===== config.mk =====
export PLATFORM = sky130hd
export DESIGN_NAME = psu_fan_health
export DESIGN_NICKNAME = d
export VERILOG_FILES = /design/src/rtl/psu_fan_health_pkg.sv /design/src/rtl/psu_led_mux.sv /design/src/rtl/psu_fan_health.sv
export SDC_FILE = /design/constraint.sdc
export NUM_CORES = 1
export LEC_CHECK = 0
export ABC_AREA = 1
export CAP_MARGIN = 20
export CORE_MARGIN = 4
export CORE_UTILIZATION = 52
export DETAILED_ROUTE_END_ITERATION = 7
export MAX_ROUTING_LAYER = met4
export PLACE_DENSITY = 0.87
export SLEW_MARGIN = 10
export SYNTH_ARGS = -nofsm -noshare
export SYNTH_HDL_FRONTEND = slang
export SYNTH_SLANG_ARGS = --single-unit

===== constraint.sdc =====
create_clock -name CLKi -period 2.5 [get_ports CLKi]
set_clock_uncertainty 0.1 [all_clocks]
set_input_delay 0.375 -clock CLKi [delete_from_list [all_inputs] [get_ports CLKi]]
set_output_delay 0.375 -clock CLKi [all_outputs]
set_load 0.005 [all_outputs]

===== src/rtl/psu_fan_health_pkg.sv =====
// Shared encodings for the PSU fan health qualifier: states, LED codes,
// SwCtrl and FanStatus bit positions.
package psu_fan_health_pkg;

    typedef enum logic [2:0] {
        ST_INIT    = 3'd0,
        ST_OK      = 3'd1,
        ST_SUSPECT = 3'd2,
        ST_FAULT   = 3'd3,
        ST_RECOVER = 3'd4
    } fan_state_t;

    localparam logic [1:0] LED_OFF   = 2'b11;
    localparam logic [1:0] LED_RED   = 2'b10;
    localparam logic [1:0] LED_GREEN = 2'b01;

    localparam int unsigned SW_LED_CTRL  = 0;
    localparam int unsigned SW_LED_OFF   = 1;
    localparam int unsigned SW_LED_RED   = 2;
    localparam int unsigned SW_LATCH_CLR = 7;

    localparam int unsigned FS_LATCH      = 7;
    localparam int unsigned FS_STATE_LSB  = 4;
    localparam int unsigned FS_TACH_HIGH  = 3;
    localparam int unsigned FS_TACH_LOW   = 2;
    localparam int unsigned FS_PSU_GOOD   = 1;
    localparam int unsigned FS_FAN_FAULT  = 0;

    localparam int unsigned CNT_W   = 4;
    localparam int unsigned BLINK_W = 14;

    // Second counter saturates rather than wrapping.
    function automatic logic [CNT_W-1:0] sat_inc(input logic [CNT_W-1:0] v);
        return (v == '1) ? v : v + 1'b1;
    endfunction

endpackage


===== src/rtl/psu_led_mux.sv =====
// Registered PSU LED: hardware code from the FSM state and blink phase,
// optionally overridden by software control bits.
module psu_led_mux
    import psu_fan_health_pkg::*;
(
    input  logic       CLKi,
    input  logic       ResetNi,
    input  fan_state_t state,
    input  logic       blink,
    input  logic [2:0] sw_ctrl,
    output logic [1:0] led
);

    logic [1:0] hw_led;
    logic [1:0] led_next;

    always_comb begin
        hw_led = LED_OFF;
        unique case (state)
            ST_INIT:              hw_led = LED_OFF;
            ST_OK, ST_SUSPECT:    hw_led = LED_GREEN;
            ST_FAULT:             hw_led = LED_RED;
            ST_RECOVER:           hw_led = blink ? LED_RED : LED_OFF;
            default:              hw_led = LED_OFF;
        endcase
    end

    always_comb begin
        led_next = hw_led;
        if (sw_ctrl[SW_LED_CTRL]) begin
            if (sw_ctrl[SW_LED_OFF])
                led_next = LED_OFF;
            else
                led_next = sw_ctrl[SW_LED_RED] ? LED_RED : LED_GREEN;
        end
    end

    always_ff @(posedge CLKi or negedge ResetNi) begin
        if (!ResetNi)
            led <= LED_OFF;
        else
            led <= led_next;
    end

endmodule


===== src/rtl/psu_fan_health.sv =====
// Per-second fan/PSU health qualifier: debounce FSM, fault latch,
// interrupt pulse, status byte and LED drive.
module psu_fan_health
    import psu_fan_health_pkg::*;
#(
    parameter int FAULT_SECS = 3,
    parameter int CLEAR_SECS = 5,
    parameter int BLINK_BIT  = 13
) (
    input  logic       CLKi,
    input  logic       ResetNi,
    input  logic       SecTick,
    input  logic       TachLow,
    input  logic       TachHigh,
    input  logic       PsuGood,
    input  logic [7:0] SwCtrl,
    output logic [1:0] PsuLed,
    output logic       FanFault,
    output logic       FaultIrq,
    output logic [7:0] FanStatus
);

    localparam logic [CNT_W-1:0] FAULT_N = 4'(FAULT_SECS);
    localparam logic [CNT_W-1:0] CLEAR_N = 4'(CLEAR_SECS);

    fan_state_t         state, next_state;
    logic [CNT_W-1:0]   cnt, next_cnt, cnt_inc;
    logic [BLINK_W-1:0] blink;
    logic               s_low, s_high, s_good;
    logic               latch, sw7_prev;
    logic               bad, fault_entry, irq_set, clr_req, in_fault_now;
    logic               unused_sw;

    assign unused_sw    = ^SwCtrl[6:3];
    assign bad          = TachLow | TachHigh | ~PsuGood;
    assign cnt_inc      = sat_inc(cnt);
    assign in_fault_now = (state == ST_FAULT) || (state == ST_RECOVER);

    always_comb begin
        next_state = state;
        next_cnt   = cnt;
        if (SecTick) begin
            unique case (state)
                ST_INIT: begin
                    next_state = ST_OK;
                    next_cnt   = '0;
                end
                ST_OK: begin
                    if (bad) begin
                        if (FAULT_N == 4'd1) begin
                            next_state = ST_FAULT;
                            next_cnt   = '0;
                        end else begin
                            next_state = ST_SUSPECT;
                            next_cnt   = 4'd1;
                        end
                    end
                end
                ST_SUSPECT: begin
                    if (!bad) begin
                        next_state = ST_OK;
                        next_cnt   = '0;
                    end else if (cnt_inc == FAULT_N) begin
                        next_state = ST_FAULT;
                        next_cnt   = '0;
                    end else begin
                        next_cnt   = cnt_inc;
                    end
                end
                ST_FAULT: begin
                    next_cnt = '0;
                    if (!bad) begin
                        if (CLEAR_N == 4'd1) begin
                            next_state = ST_OK;
                        end else begin
                            next_state = ST_RECOVER;
                            next_cnt   = 4'd1;
                        end
                    end
                end
                ST_RECOVER: begin
                    if (bad) begin
                        next_state = ST_FAULT;
                        next_cnt   = '0;
                    end else if (cnt_inc == CLEAR_N) begin
                        next_state = ST_OK;
                        next_cnt   = '0;
                    end else begin
                        next_cnt   = cnt_inc;
                    end
                end
                default: begin
                    next_state = ST_INIT;
                    next_cnt   = '0;
                end
            endcase
        end
    end

    // Latch set on any entry to FAULT; the IRQ only on a fresh fault.
    assign fault_entry = (next_state == ST_FAULT) && (state != ST_FAULT);
    assign irq_set     = fault_entry && ((state == ST_OK) || (state == ST_SUSPECT));
    assign clr_req     = SwCtrl[SW_LATCH_CLR] && !sw7_prev && !in_fault_now;

    always_ff @(posedge CLKi or negedge ResetNi) begin
        if (!ResetNi) begin
            state    <= ST_INIT;
            cnt      <= '0;
            blink    <= '0;
            s_low    <= 1'b0;
            s_high   <= 1'b0;
            s_good   <= 1'b0;
            FanFault <= 1'b0;
            FaultIrq <= 1'b0;
            latch    <= 1'b0;
            sw7_prev <= 1'b0;
        end else begin
            state    <= next_state;
            cnt      <= next_cnt;
            blink    <= blink + 1'b1;
            FanFault <= (next_state == ST_FAULT) || (next_state == ST_RECOVER);
            FaultIrq <= irq_set;
            latch    <= fault_entry | (latch & ~clr_req);
            sw7_prev <= SwCtrl[SW_LATCH_CLR];
            if (SecTick) begin
                s_low  <= TachLow;
                s_high <= TachHigh;
                s_good <= PsuGood;
            end
        end
    end

    always_comb begin
        FanStatus                              = '0;
        FanStatus[FS_LATCH]                    = latch;
        FanStatus[FS_STATE_LSB +: 3]           = state;
        FanStatus[FS_TACH_HIGH]                = s_high;
        FanStatus[FS_TACH_LOW]                 = s_low;
        FanStatus[FS_PSU_GOOD]                 = s_good;
        FanStatus[FS_FAN_FAULT]                = FanFault;
    end

    // LED is driven from next_state so it shares the one-cycle latency.
    psu_led_mux u_led (
        .CLKi    (CLKi),
        .ResetNi (ResetNi),
        .state   (next_state),
        .blink   (blink[BLINK_BIT]),
        .sw_ctrl (SwCtrl[2:0]),
        .led     (PsuLed)
    );

endmodule

==> results by stage, run 1 <==
Yosys:
- Ranked by total cell area, the synthesized netlist is headed by sky130_fd_sc_hd__dfrtp_1 44%, sky130_fd_sc_hd__nand2_1 11%, sky130_fd_sc_hd__inv_1 6.2%.
- Counting every instance in the synthesized netlist gives 190.
- The number of library cell types mapped by synthesis is 31.
- The register bit count reported by yosys is 30.
- After synthesis the cells add up to 1590 um^2.
- Each instance of the synthesized netlist takes up on average 8.35 um^2.
- For this run, the number of Yosys warnings is 0.
- The share of the synthesized area in the top cell type is 44.2%.
- sky130_fd_sc_hd__dfrtp_1 takes more of the synthesized area than any other cell.
- The share of the yosys chip area belonging to registers is 47.5%.
- The post-synth net total is 206.

Worst setup path:
- STA classifies the critical path startpoint as a flop.
- STA puts the critical path data required time at 2.69 ns.
- The largest delay contributor family on the critical path is simple AND/OR/NAND/NOR gates.
- The kind of capture point of the worst setup path is a flop.
- The critical path starts at cnt[0].
- The total buffers and inverters traversed by the critical path is 1.
- Walking the worst path, the cells encountered are ha_1 -> nand2_1 -> clkinv_1 -> nor3_1 -> nand2_1 -> nand3_1 -> nand2_1 -> nand2_1 -> nand2_2 -> nand2_4 -> nand3_4 -> nor2_2 -> o21a_1.
- The launch instance of the worst register-to-register path is cnt[0].
- In this run the worst path has a maximum fanout of 7.
- The kind of critical path is flop to flop.
- At the worst endpoint, the arrival time is 2.31 ns.
- On the worst path, the slowest cell contributes a delay of 0.47 ns.
- The critical path's slowest cell is sky130_fd_sc_hd__dfrtp_1.
- The most frequent cell on the critical path is sky130_fd_sc_hd__nand2_1.

Clock tree:
- The TritonCTS clock tree is built.
- The root buffer selected by CTS is sky130_fd_sc_hd__clkbuf_4.
- Counting every sink on the clock net gives 30.
- The hold-fix buffer count after cts is 0.
- No sink is reached through more buffers than the 2 on the longest clock path.
- The maximum level of the CTS H-tree is 2.
- The post-CTS resize count is 0.
- The clock-pin slew reported for the worst setup and hold paths after clock tree synthesis is 0.10 ns.
- The number of buffers inserted by post-CTS setup repair is 0.
- The later pin in the worst-skew pair is clocked with a latency of 0.35 ns.
- Clock tree synthesis inserted a total of 5 buffers.

Placement:
- The weighted congestion reported at the end of routability-driven placement is 0.901.
- The quantity of I/O buffers inserted on ports is 21.
- In this run, placement finished with an instance count of 238.
- Detailed placement ended at an HPWL of 2270 um.
- Timing analysis after detailed placement gives a worst setup slack of 0.342 ns.

Power:
- The total power of the final layout is 1.48 mW.
- The highest ir drop seen on vdd is 0.449 mV.
- The leakage power is 0.958 nW.
- Dividing total power by cell area gives a power density of 783 nW/um^2.

Global route:
- The initial antenna violation count is 0.
- The number of global-route vias before repair was 1251.
- The total routing resource utilization after global routing is 18.4%.
- The first global-routing pass estimated 5520 um of wire.
- Entering global routing, the biggest net connects 31 pins.
- For this run the aggregate overflow at the end of global routing stands at 0.

Job:
- The max-capacitance violation count is 0.

Die:
- The count of boundary I/O pins is 26.
- The area of the die is 4000 um^2.
- Measured along the y axis, the die boundary spans 63.2 um.
- The overall die width is 63.2 um.
- The starting density of the core is 56.1%.
- The row count is 19.
- The floorplan step defined a core boundary enclosing 2830 um^2.

Finish:
- The signed area change from the synthesized netlist to the final layout is 18.7%.
- The net count of the finished layout is 230.
- Once layout is complete, the cells apart from fillers number 246.
- Fill cells in the final layout number 242.
- Of the cells placed in the final design, the portion with a size suffix greater than 1 is 12.1%.
- Leaving out fill and tap cells, the most frequent cells in the layout are 46 x sky130_fd_sc_hd__nand2_1, 28 x sky130_fd_sc_hd__dfrtp_1, 26 x sky130_fd_sc_hd__inv_1.
- The number of inserted diodes is 0.
- The leading cell type in the layout, fill and taps excluded is sky130_fd_sc_hd__nand2_1.

Timing:
- Setup repair after global routing left no endpoint under its margin.
- The number of pins exceeding their max-slew limit in the final report came to 0.
- In this run the tightest slew margin relative to its limit is 59.6%.
- For the finished layout, the period the worst path requires is 2.12 ns.
- The post-route worst setup slack is 0.375 ns.
- The achievable clock frequency is 471 MHz.
- The share of the clock period used by the worst path is 85.0%.
- For the final routed database, the setup TNS stands at 0 ns.
- The number of endpoints with negative hold slack in the final report is 0.
- Setup violations remaining at the end of the flow were counted as 0.
- At the pin with the least slew margin, the transition time is 0.606 ns.

Drt:
- The number of optimization iterations in the first detailed-route pass is 4.
- The sum of routed wire length over all layers is 3110 um.
- The vias per cell is 5.04.
- Dividing the detail-routed wire length by the instance count gives 12.6 um.
- The remaining antenna violation count is 0.
- The number of vias in the routed layout is 1241.
- The violation count after the first detailed-routing iteration is 35.
- In the routed design, unresolved DRC markers number 0.

Min path:
- In this run the worst hold path is classified as input pin to asynchronous set/reset pin.

Outcome:
- The run finished with clean final reports.
-- final cells by class --
class | count | area, um^2 | area share (%)
Sequential cell | 30 | 753 | 40.0
Multi-Input combinational cell | 125 | 679 | 36.1
Timing Repair Buffer | 23 | 225 | 12.0
Inverter | 29 | 109 | 5.78
Clock inverter | 3 | 40.0 | 2.13
Tap cell | 31 | 38.8 | 2.06
Clock buffer | 5 | 37.5 | 1.99
-- cells in the mapped netlist --
master	n
sky130_fd_sc_hd__nand2_2	2
sky130_fd_sc_hd__nor2_1	21
sky130_fd_sc_hd__a22oi_1	1
sky130_fd_sc_hd__xor2_1	10
sky130_fd_sc_hd__nand3_2	2
sky130_fd_sc_hd__o21a_1	1
sky130_fd_sc_hd__nand2_4	1
sky130_fd_sc_hd__o22ai_1	1
sky130_fd_sc_hd__nor3_1	3
sky130_fd_sc_hd__or2_1	1
sky130_fd_sc_hd__ha_1	2
sky130_fd_sc_hd__xnor2_1	1
sky130_fd_sc_hd__clkinv_1	1
sky130_fd_sc_hd__nand3_1	12
sky130_fd_sc_hd__dfstp_2	2
sky130_fd_sc_hd__o21ai_1	3
sky130_fd_sc_hd__nand3b_1	1
sky130_fd_sc_hd__inv_2	2
sky130_fd_sc_hd__nand2_1	46
sky130_fd_sc_hd__inv_1	26
sky130_fd_sc_hd__nand3_4	1
sky130_fd_sc_hd__o41ai_1	1
sky130_fd_sc_hd__dfrtp_1	28
sky130_fd_sc_hd__nor3b_1	1
sky130_fd_sc_hd__a21oi_1	1
sky130_fd_sc_hd__a32o_1	1
sky130_fd_sc_hd__a21oi_4	1
sky130_fd_sc_hd__nor2_2	2
sky130_fd_sc_hd__buf_4	6
sky130_fd_sc_hd__o21ai_0	6
sky130_fd_sc_hd__nor3_2	3
-- per-stage QoR --
step                hold slack (ns)  util (%)  cell area, um^2
floorplan                   -0.0206         -             1590
global placement              0.343      63.8             1810
detailed placement            0.348      63.8             1810
CTS                           0.310      66.6             1880
global route                  0.340      66.6             1880
finish                        0.296      66.6             1880
-- kinds of logic after synthesis --
logic type,Yosys count,synth area share [%]
buf+inv,35,9.70
xor+xnor,11,6.07
compound gates,16,6.70
fa+ha+maj,2,1.58
flops,30,47.5
simple gates,96,28.5
-- routing by layer --
layer  wire length [um]  track usage [%]
met5                  0                -
met4                 55             6.47
met3                109             6.57
met2               1620             31.1
met1               1320             20.1
-- worst reg2reg max path, cell delays in order (launching register included) --
cell                       delay (ns)
sky130_fd_sc_hd__dfrtp_1         0.47
sky130_fd_sc_hd__ha_1            0.27
sky130_fd_sc_hd__nand2_1         0.10
sky130_fd_sc_hd__clkinv_1        0.09
sky130_fd_sc_hd__nor3_1          0.21
sky130_fd_sc_hd__nand2_1         0.13
sky130_fd_sc_hd__nand3_1         0.08
sky130_fd_sc_hd__nand2_1         0.05
sky130_fd_sc_hd__nand2_1         0.08
sky130_fd_sc_hd__nand2_2         0.08
sky130_fd_sc_hd__nand2_4         0.09
sky130_fd_sc_hd__nand3_4         0.08
sky130_fd_sc_hd__nor2_2          0.12
sky130_fd_sc_hd__o21a_1          0.12
-- where the power goes --
part	switching, mW	internal (mW)	leakage [nW]
combinational	0.266	0.221	0.531
sequential	0.0546	0.549	0.382
clock	0.177	0.207	0.0450
-- path summary, 6_finish.rpt --
kind,end,slack (ns),cells past startpoint
setup / recovery,FaultIrq,0.38,13
setup reg to reg,FaultIrq,0.38,13
min in group CLKi,blink[0],0.36,1
hold reg to reg,blink[0],0.36,1
max in group asynchronous,u_led.led[1],1.69,2
hold / removal,blink[4],0.30,2
-- state kept, by name, summed over array words and instances, names as in the netlist, 2 cells and up --
register and flops:
cnt 4, u_led.led 2, blink 14, state 3
Power figures use the tool's default switching activity.
==> inputs of run 2 (changes only) <==
--- a/config.mk
+++ b/config.mk
@@ -8,10 +8,10 @@
 export ABC_AREA = 1
 export CAP_MARGIN = 20
 export CORE_MARGIN = 4
-export CORE_UTILIZATION = 52
+export CORE_UTILIZATION = 47
 export DETAILED_ROUTE_END_ITERATION = 7
 export MAX_ROUTING_LAYER = met4
-export PLACE_DENSITY = 0.87
+export PLACE_DENSITY = 0.83
 export SLEW_MARGIN = 10
 export SYNTH_ARGS = -nofsm -noshare
 export SYNTH_HDL_FRONTEND = slang
==> constraint.sdc (replaced) <==
create_clock -name CLKi -period 1.9 [get_ports CLKi]
set_clock_uncertainty 0.1 [all_clocks]
set_input_delay 0.285 -clock CLKi [delete_from_list [all_inputs] [get_ports CLKi]]
set_output_delay 0.285 -clock CLKi [all_outputs]
set_load 0.005 [all_outputs]
==> run 2 against run 1 <==
The flow now finishes with violations (setup timing). Total power up 32%. Hold slack worse by 0.078 ns. Largest cell class unchanged. Maximum frequency increased by 12%. Wire length is 3.3% higher. Core utilization down 2.0 points. Global-route usage shrank 1.6 points.
==> results by stage, run 2 (synthesis results as in run 1) <==
Drt:
- Dividing the detail-routed wire length by the instance count gives 11.8 um.
- After detailed routing, the number of vias per cell comes to 4.92.
- The sum of routed wire length over all layers is 3210 um.
- In the routed design, unresolved DRC markers number 0.
- Summing over every cut layer, the via total after detailed routing is 1333.
- After the first detailed-routing iteration, the DRC count stood at 50.
- For this run, the detailed router's first-pass iteration total came to 4.
- The remaining antenna violation count is 0.

Outcome:
- The checks that failed: setup timing.
- The flow ran to the end, but the final reports show violations.

Timing:
- The achievable clock frequency is 525 MHz.
- The number of endpoints with negative hold slack in the final report is 0.
- For the finished layout, the period the worst path requires is 1.90 ns.
- The transition time at the pin with the least slew margin is 0.368 ns.
- The worst hold margin is 0.218 ns.
- Setup repair after global routing could not meet its margin everywhere.
- Across all setup checks in the final design, the least slack found is -0.00347 ns.
- The number of pins exceeding their max-slew limit in the final report is 0.
- Setup violations remaining at the end of the flow were counted as 1.
- Measured against its own limit, the worst slew margin works out to 75.5%.
- In the finished design, the share of the clock period the worst path needs comes to 100%.

Finish:
- The register with the most flip-flops in the layout has 14 of them.
- Leaving out fill and tap cells, the most frequent cells in the layout are 41 x sky130_fd_sc_hd__nand2_1, 28 x sky130_fd_sc_hd__dfrtp_1, 25 x sky130_fd_sc_hd__inv_1.
- The signed area change from the synthesized netlist to the final layout is 28.3%.
- The net total in the final layout is 243.
- The number of inserted diodes is 0.
- In the final layout, the registers with the most flip-flops are blink x14, cnt x4, state x3.
- The filler cell count is 290.
- The leading cell type in the layout, fill and taps excluded is sky130_fd_sc_hd__nand2_1.
- The total non-filler cell area in the finished layout is 2040 um^2.
- Cells with a size suffix above 1 make up 22.0% of the layout.
- After the flow finishes, the layout carries non-filler instances totaling 271.
- blink holds more flip-flops than any other register.

Placement:
- The instance area after placement is 1900 um^2.
- The number of placed instances, taps included is 261.
- The weighted congestion reported at the end of routability-driven placement is 0.854.
- During placement, the flow inserted port buffers numbering 21.
- The setup slack at placement is -0.0817 ns.
- The post-DP HPWL is 2330 um.

Clock tree:
- Clock latency on the worst-skew pair, taken at its later pin, is 0.33 ns.
- The clock passes through at most 2 buffers.
- The tree built by TritonCTS fans out to 30 sinks.
- TritonCTS built the clock tree.
- The root buffer selected by CTS is sky130_fd_sc_hd__clkbuf_4.
- The clock-pin slew reported for the worst setup and hold paths after clock tree synthesis is 0.09 ns.
- The maximum level of the CTS H-tree is 2.
- The number of buffers added by the clock tree synthesis step is 5.
- The hold-fix buffer count after cts is 0.

Power:
- The highest ir drop seen on vdd is 0.533 mV.
- The leakage power is 1.01 nW.
- The total power of the final layout is 1.94 mW.
- The power density over the cells is 955 nW/um^2.

Global route:
- The wire length of the first global-routing pass is 5380 um.
- Entering global routing, the biggest net connects 31 pins.
- The total routing resource utilization after global routing is 16.8%.
- The initial antenna violation count is 0.
- The number of global-route vias before repair is 1356.
- The overall overflow remaining after global route is 0.

Die:
- The overall die width is 66.1 um.
- During I/O placement, the number of pins put on the boundary was 26.
- The area of the die is 4370 um^2.
- The initial utilization of the core area, before any placement, comes to 50.3%.
- The core region area is 3150 um^2.
- The die extent in y is 66.1 um.
- The row count is 20.

Worst setup path:
- In this run the worst path has a maximum fanout of 6.
- The worst setup path is of the flop to flop kind.
- Data on the critical path is required at its endpoint by 2.08 ns.
- Data arrives at the worst endpoint at 2.08 ns.
- The most numerous cell type found on the critical path is sky130_fd_sc_hd__nand2_2.
- The setup check on the worst reg-to-reg path leaves a slack of -0.003 ns.
- STA classifies the critical path startpoint as a flop.
- The critical path goes through buf_6 -> or2_1 -> nor3_2 -> nand2_2 -> nand3_2 -> nand2_2 -> a21oi_4 -> nand3_4 -> nor2_2 -> o21a_1.
- For this run, the slowest stage of the critical path takes 0.43 ns.
- The kind of capture point of the worst setup path is a flop.
- For this design, the slowest cell found on the critical path is sky130_fd_sc_hd__dfrtp_1.

Job:
- The max-capacitance violation count is 0.

Min path:
- The tightest min-delay check is of the input pin to asynchronous set/reset pin type.
[run 2: cell types whose count changed in the layout (fill, tap and decap cells not counted), moves of 2 or more]
cell                       change
sky130_fd_sc_hd__nand2_1       -5
sky130_fd_sc_hd__nand3_1       -2
sky130_fd_sc_hd__clkbuf_1      +2
sky130_fd_sc_hd__buf_4        +12
sky130_fd_sc_hd__nand2_2       +4
sky130_fd_sc_hd__nor2_1        -2
[run 2: stage by stage]
| stage | utilization, % | setup TNS [ns] |
|---|---|---|
| 6_report | 64.6 | -0.00347 |
| 5_1_grt | 64.6 | -0.450 |
| 4_1_cts | 62.3 | 0 |
| 3_5_place_dp | 60.2 | -0.263 |
| 3_3_place_gp | 60.2 | -0.101 |
| 2_1_floorplan | - | 0 |
[run 2: cell type report]
cell class	instances	area [um^2]	area share, %
clock buffers	7	45.0	2.21
repair buffers	36	327	16.0
flip-flops and latches	30	753	37.0
multi-input cells	125	746	36.6
well taps	44	55.1	2.70
inverters	29	110	5.41
[run 2: path summary, 6_finish.rpt]
path                       startpoint           end  depth (start not counted)
min in group CLKi           SwCtrl[7]      sw7_prev                          1
max in group asynchronous     ResetNi  u_led.led[1]                          2
hold / removal                ResetNi      state[1]                          2
setup / recovery               cnt[0]      FaultIrq                         10
setup reg to reg               cnt[0]      FaultIrq                         10
hold reg to reg              blink[0]      blink[0]                          1
[run 2: where the power goes]
| part | internal [mW] | switching [mW] | leakage (nW) | total [mW] |
|---|---|---|---|---|
| Clock | 0.139 | 0.210 | 0.0254 | 0.350 |
| Sequential | 0.722 | 0.0606 | 0.382 | 0.783 |
| Combinational | 0.399 | 0.412 | 0.604 | 0.811 |
| Total | 1.26 | 0.683 | 1.01 | 1.94 |
[run 2: repair_timing]
| item | CTS | global route |
|---|---|---|
| pin swaps | 1 | 5 |
| cloned | 0 | 0 |
| buffers inserted | 0 | 3 |
| resized for setup | 6 | 13 |
| setup endpoints to repair | 4 | 6 |
[run 2: critical path: cells and delay by family, from the launching register on]
| family | cells | cell delay (ns) |
|---|---|---|
| simple gates | 7 | 0.84 |
| compound gates | 2 | 0.32 |
| buf+inv | 1 | 0.14 |
| flops | 1 | 0.43 |
[run 2: layer usage]
metal  wire length (um)  global-route usage, %  vias to the layer above
li1                   -                      -                      664
met1               1370                   18.1                      638
met2               1690                   27.8                       25
met3                110                   4.08                        6
met4                 44                   10.2                        0
met5                  0                      -                        -
==> inputs of run 3 (changes only) <==
--- a/config.mk
+++ b/config.mk
@@ -7,11 +7,14 @@
 export LEC_CHECK = 0
 export ABC_AREA = 1
 export CAP_MARGIN = 20
+export CELL_PAD_IN_SITES_DETAIL_PLACEMENT = 2
+export CELL_PAD_IN_SITES_GLOBAL_PLACEMENT = 2
 export CORE_MARGIN = 4
-export CORE_UTILIZATION = 47
+export CORE_UTILIZATION = 28
 export DETAILED_ROUTE_END_ITERATION = 7
 export MAX_ROUTING_LAYER = met4
-export PLACE_DENSITY = 0.83
+export PLACE_DENSITY = 0.84
+export REMOVE_ABC_BUFFERS = 1
 export SLEW_MARGIN = 10
 export SYNTH_ARGS = -nofsm -noshare
 export SYNTH_HDL_FRONTEND = slang
==> run 3 against run 2 <==
The run still ends with setup timing left. Global-route usage fell by 3.2 points. Sequential share of layout area fell by 3.7 points. Wire length rose by 48%. Setup slack got worse by 0.062 ns. Combinational power rose by 14%. Die area rose by 59%. Core utilization fell by 23 points. Count of clock-buffer cells in the layout fell by 1. Maximum frequency fell by 3.2%. First-iteration DRC count fell by 34%. Clock power rose by 55%. Critical path type unchanged. Largest cell class is now multi-input gates.
==> results by stage, run 3 (synthesis results as in run 1) <==
Outcome:
- The flow ran to the end, but the final reports show violations.
- The final reports fail on setup timing.

Placement:
- Routability-driven placement finished with a final weighted congestion of 0.767.
- The HPWL after detailed placement is 3260 um.
- The quantity of I/O buffers inserted on ports is 21.
- The placed instances occupy a cell area of 1980 um^2.
- At the placement stage, the worst setup path has a slack of -0.231 ns.

Die:
- In this run the vertical extent of the chip is 83.3 um.
- The core region area is 5510 um^2.
- The die is 83.3 um wide.
- The area of the die is 6930 um^2.
- The row count is 27.
- The starting density of the core is 28.8%.
- Pin placement for this block handled 26 I/O pins.

Finish:
- The register with the highest flop count is blink.
- The filler cell count is 619.
- Summing all multi-input logic gate instances after layout gives 795 um^2.
- The flip-flop count of the largest register, all copies and words added is 14.
- The largest registers in the layout are blink x14, cnt x4, state x3.
- The leading cell type in the layout, fill and taps excluded is sky130_fd_sc_hd__nand2_1.
- The total non-filler cell area in the finished layout is 2260 um^2.
- The signed area change from the synthesized netlist to the final layout is 42.7%.
- The sequential cell area is 754 um^2.
- The number of inserted diodes is 0.
- The post-route core utilization is 41.1%.
- In the layout the commonest cells are 42 x sky130_fd_sc_hd__nand2_1, 27 x sky130_fd_sc_hd__dfrtp_1, 25 x sky130_fd_sc_hd__buf_4.
- The net count of the finished layout is 255.
- The post-route netlist has 31.7% of its cells at a drive strength greater than 1.

Worst setup path:
- The number of cells on the worst reg-to-reg path is 14.
- The most frequent cell on the critical path is sky130_fd_sc_hd__nand2_1.
- The instance count on the critical path is 14.
- In this run the critical register-to-register path is launched from cnt[0].
- Traced cell by cell, the critical path runs through buf_6 -> or2_1 -> nor3_2 -> nand2_2 -> nand3_1 -> nand2_1 -> nand2_1 -> nand2_2 -> nand2_4 -> nand3_4 -> nand2_1 -> inv_1 -> nand2_1 -> nand2_1.
- The slowest stage of the critical path is the sky130_fd_sc_hd__dfrtp_1 cell.
- The kind of capture point of the worst setup path is a flop.
- Data arrives at the worst endpoint at 2.07 ns.
- The data required time of the critical path is 2.01 ns.
- In this design, the stage delay of the slowest critical-path cell is 0.42 ns.
- Broken down by cell family, the worst path's largest delay share belongs to simple AND/OR/NAND/NOR gates.
- The critical path is of the flop to flop type.
- The largest fanout of any net on the critical path is 5.
- The register-to-register setup slack is -0.07 ns.
- The element type at the critical path start is a flop.
- Counting both buffers and inverters, the worst setup path holds a total of 2.
- The endpoint identified for the worst register-to-register timing path is u_led.led[0].

Timing:
- The worst hold margin is 0.291 ns.
- The relative max-transition margin is 73.1%.
- The final critical path takes up 103% of the cycle.
- The post-route worst setup slack is -0.0658 ns.
- At the pin with the least slew margin, the transition time is 0.399 ns.
- The minimum clock period is 1.97 ns.
- The number of pins exceeding their max-slew limit in the final report is 0.
- Timing would allow up to 509 MHz.
- The number of endpoints with negative hold slack in the final report is 0.
- Setup repair after global routing could not meet its margin everywhere.
- Setup violations remaining at the end of the flow were counted as 4.

Drt:
- In this run the top signal layer used is met4.
- The routed design uses 2670 um of met2 wire.
- For this run, design rule violations remaining after detail routing come to 0.
- The sum of routed wire length over all layers is 4750 um.
- The remaining antenna violation count is 0.
- The violation count after the first detailed-routing iteration is 33.
- The wire length the detailed router placed on met1 is 1920 um.
- The met3 wire length is 95 um.
- The routed layout has 1412 vias.
- The number of optimization iterations in the first detailed-route pass is 4.
- The average detailed-routed wire length per instance is 15.2 um.
- In the routed layout, each cell is associated on average with a via count of 4.53.

Clock tree:
- The number of buffers added by the clock tree synthesis step is 5.
- The clock-pin slew reported for the worst setup and hold paths after clock tree synthesis is 0.07 ns.
- At the later pin of the worst-skew pair, clock insertion delay measures 0.29 ns.
- Counting every sink on the clock net gives 30.
- TritonCTS built the clock tree.
- CTS built an H-tree with a depth of 2.
- The root buffer cell chosen for the clock tree is sky130_fd_sc_hd__clkbuf_8.
- Counting along the longest clock path gives a buffer depth of 2.

Power:
- For this design the ratio of total power to cell area is 994 nW/um^2.
- The highest ir drop seen on vdd is 0.425 mV.
- Summed over all cells, the static leakage comes to 1.12 nW.

Global route:
- Summed over all layers, the global routing overflow is 0.
- Entering global routing, the biggest net connects 31 pins.
- The initial antenna violation count is 0.
- The first global-routing pass estimated 7410 um of wire.
- The number of global-route vias before repair is 1573.
- For this run, the total global-route usage over all layers was measured as 13.5%.

Job:
- Max-cap violations in this run came to 0.

Min path:
- The worst hold path belongs to the class input pin to asynchronous set/reset pin.
==> run 3: layout make-up <==
cell class | count | area share (%)
clock buffer | 6 | 3.65
clock inverter | 2 | 0.552
inverter | 29 | 4.86
multi-input combinational | 125 | 35.1
sequential | 30 | 33.3
tap | 72 | 3.98
timing repair buffer | 48 | 18.6
==> run 3: worst max-delay path by stage <==
stage | startpoint | to
after floorplan | cnt[0] | u_led.led[0]
after global placement | TachHigh | FaultIrq
after detailed placement | TachHigh | u_led.led[0]
after CTS | cnt[0] | u_led.led[1]
after global routing | cnt[0] | u_led.led[1]
final | cnt[0] | u_led.led[0]
==> run 3: per-stage QoR <==
step                      power (mW)  cells  setup TNS [ns]
final                           2.25    312          -0.167
after CTS                       2.20    305          -0.217
after global placement          1.56    296          -0.477
after floorplan                 1.17    184               0
after detailed placement        1.61    296           -1.08
after global routing            2.41    312          -0.822
==> run 3: repair_timing <==
action / in CTS / in global routing
gates resized for setup: 7 / 28
buffers inserted: 1 / 8
hold buffers: 0 / 0
endpoints found under the hold margin: 0 / 0
setup endpoints to repair: 6 / 7
pin swaps: 2 / 11
==> run 3: routing by layer <==
layer	vias to the layer above	global-route usage, %
met5	-	-
met4	0	3.57
met3	7	3.08
met2	13	24.9
met1	708	14.6
li1	684	-
==> run 3: worst register-to-register path, stage by stage, from the launching register on <==
cell and delay, ns:
sky130_fd_sc_hd__dfrtp_1 0.42, sky130_fd_sc_hd__buf_6 0.14, sky130_fd_sc_hd__or2_1 0.21, sky130_fd_sc_hd__nor3_2 0.18
sky130_fd_sc_hd__nand2_2 0.10, sky130_fd_sc_hd__nand3_1 0.07, sky130_fd_sc_hd__nand2_1 0.06, sky130_fd_sc_hd__nand2_1 0.08
sky130_fd_sc_hd__nand2_2 0.08, sky130_fd_sc_hd__nand2_4 0.10, sky130_fd_sc_hd__nand3_4 0.12, sky130_fd_sc_hd__nand2_1 0.09
sky130_fd_sc_hd__inv_1 0.04, sky130_fd_sc_hd__nand2_1 0.04, sky130_fd_sc_hd__nand2_1 0.06
==> run 3: power breakdown <==
part           internal (mW)  leakage [nW]  switching [mW]  total (mW)
Sequential             0.724         0.380          0.0629       0.787
Clock                  0.291        0.0472           0.253       0.543
Combinational          0.448         0.692           0.474       0.922
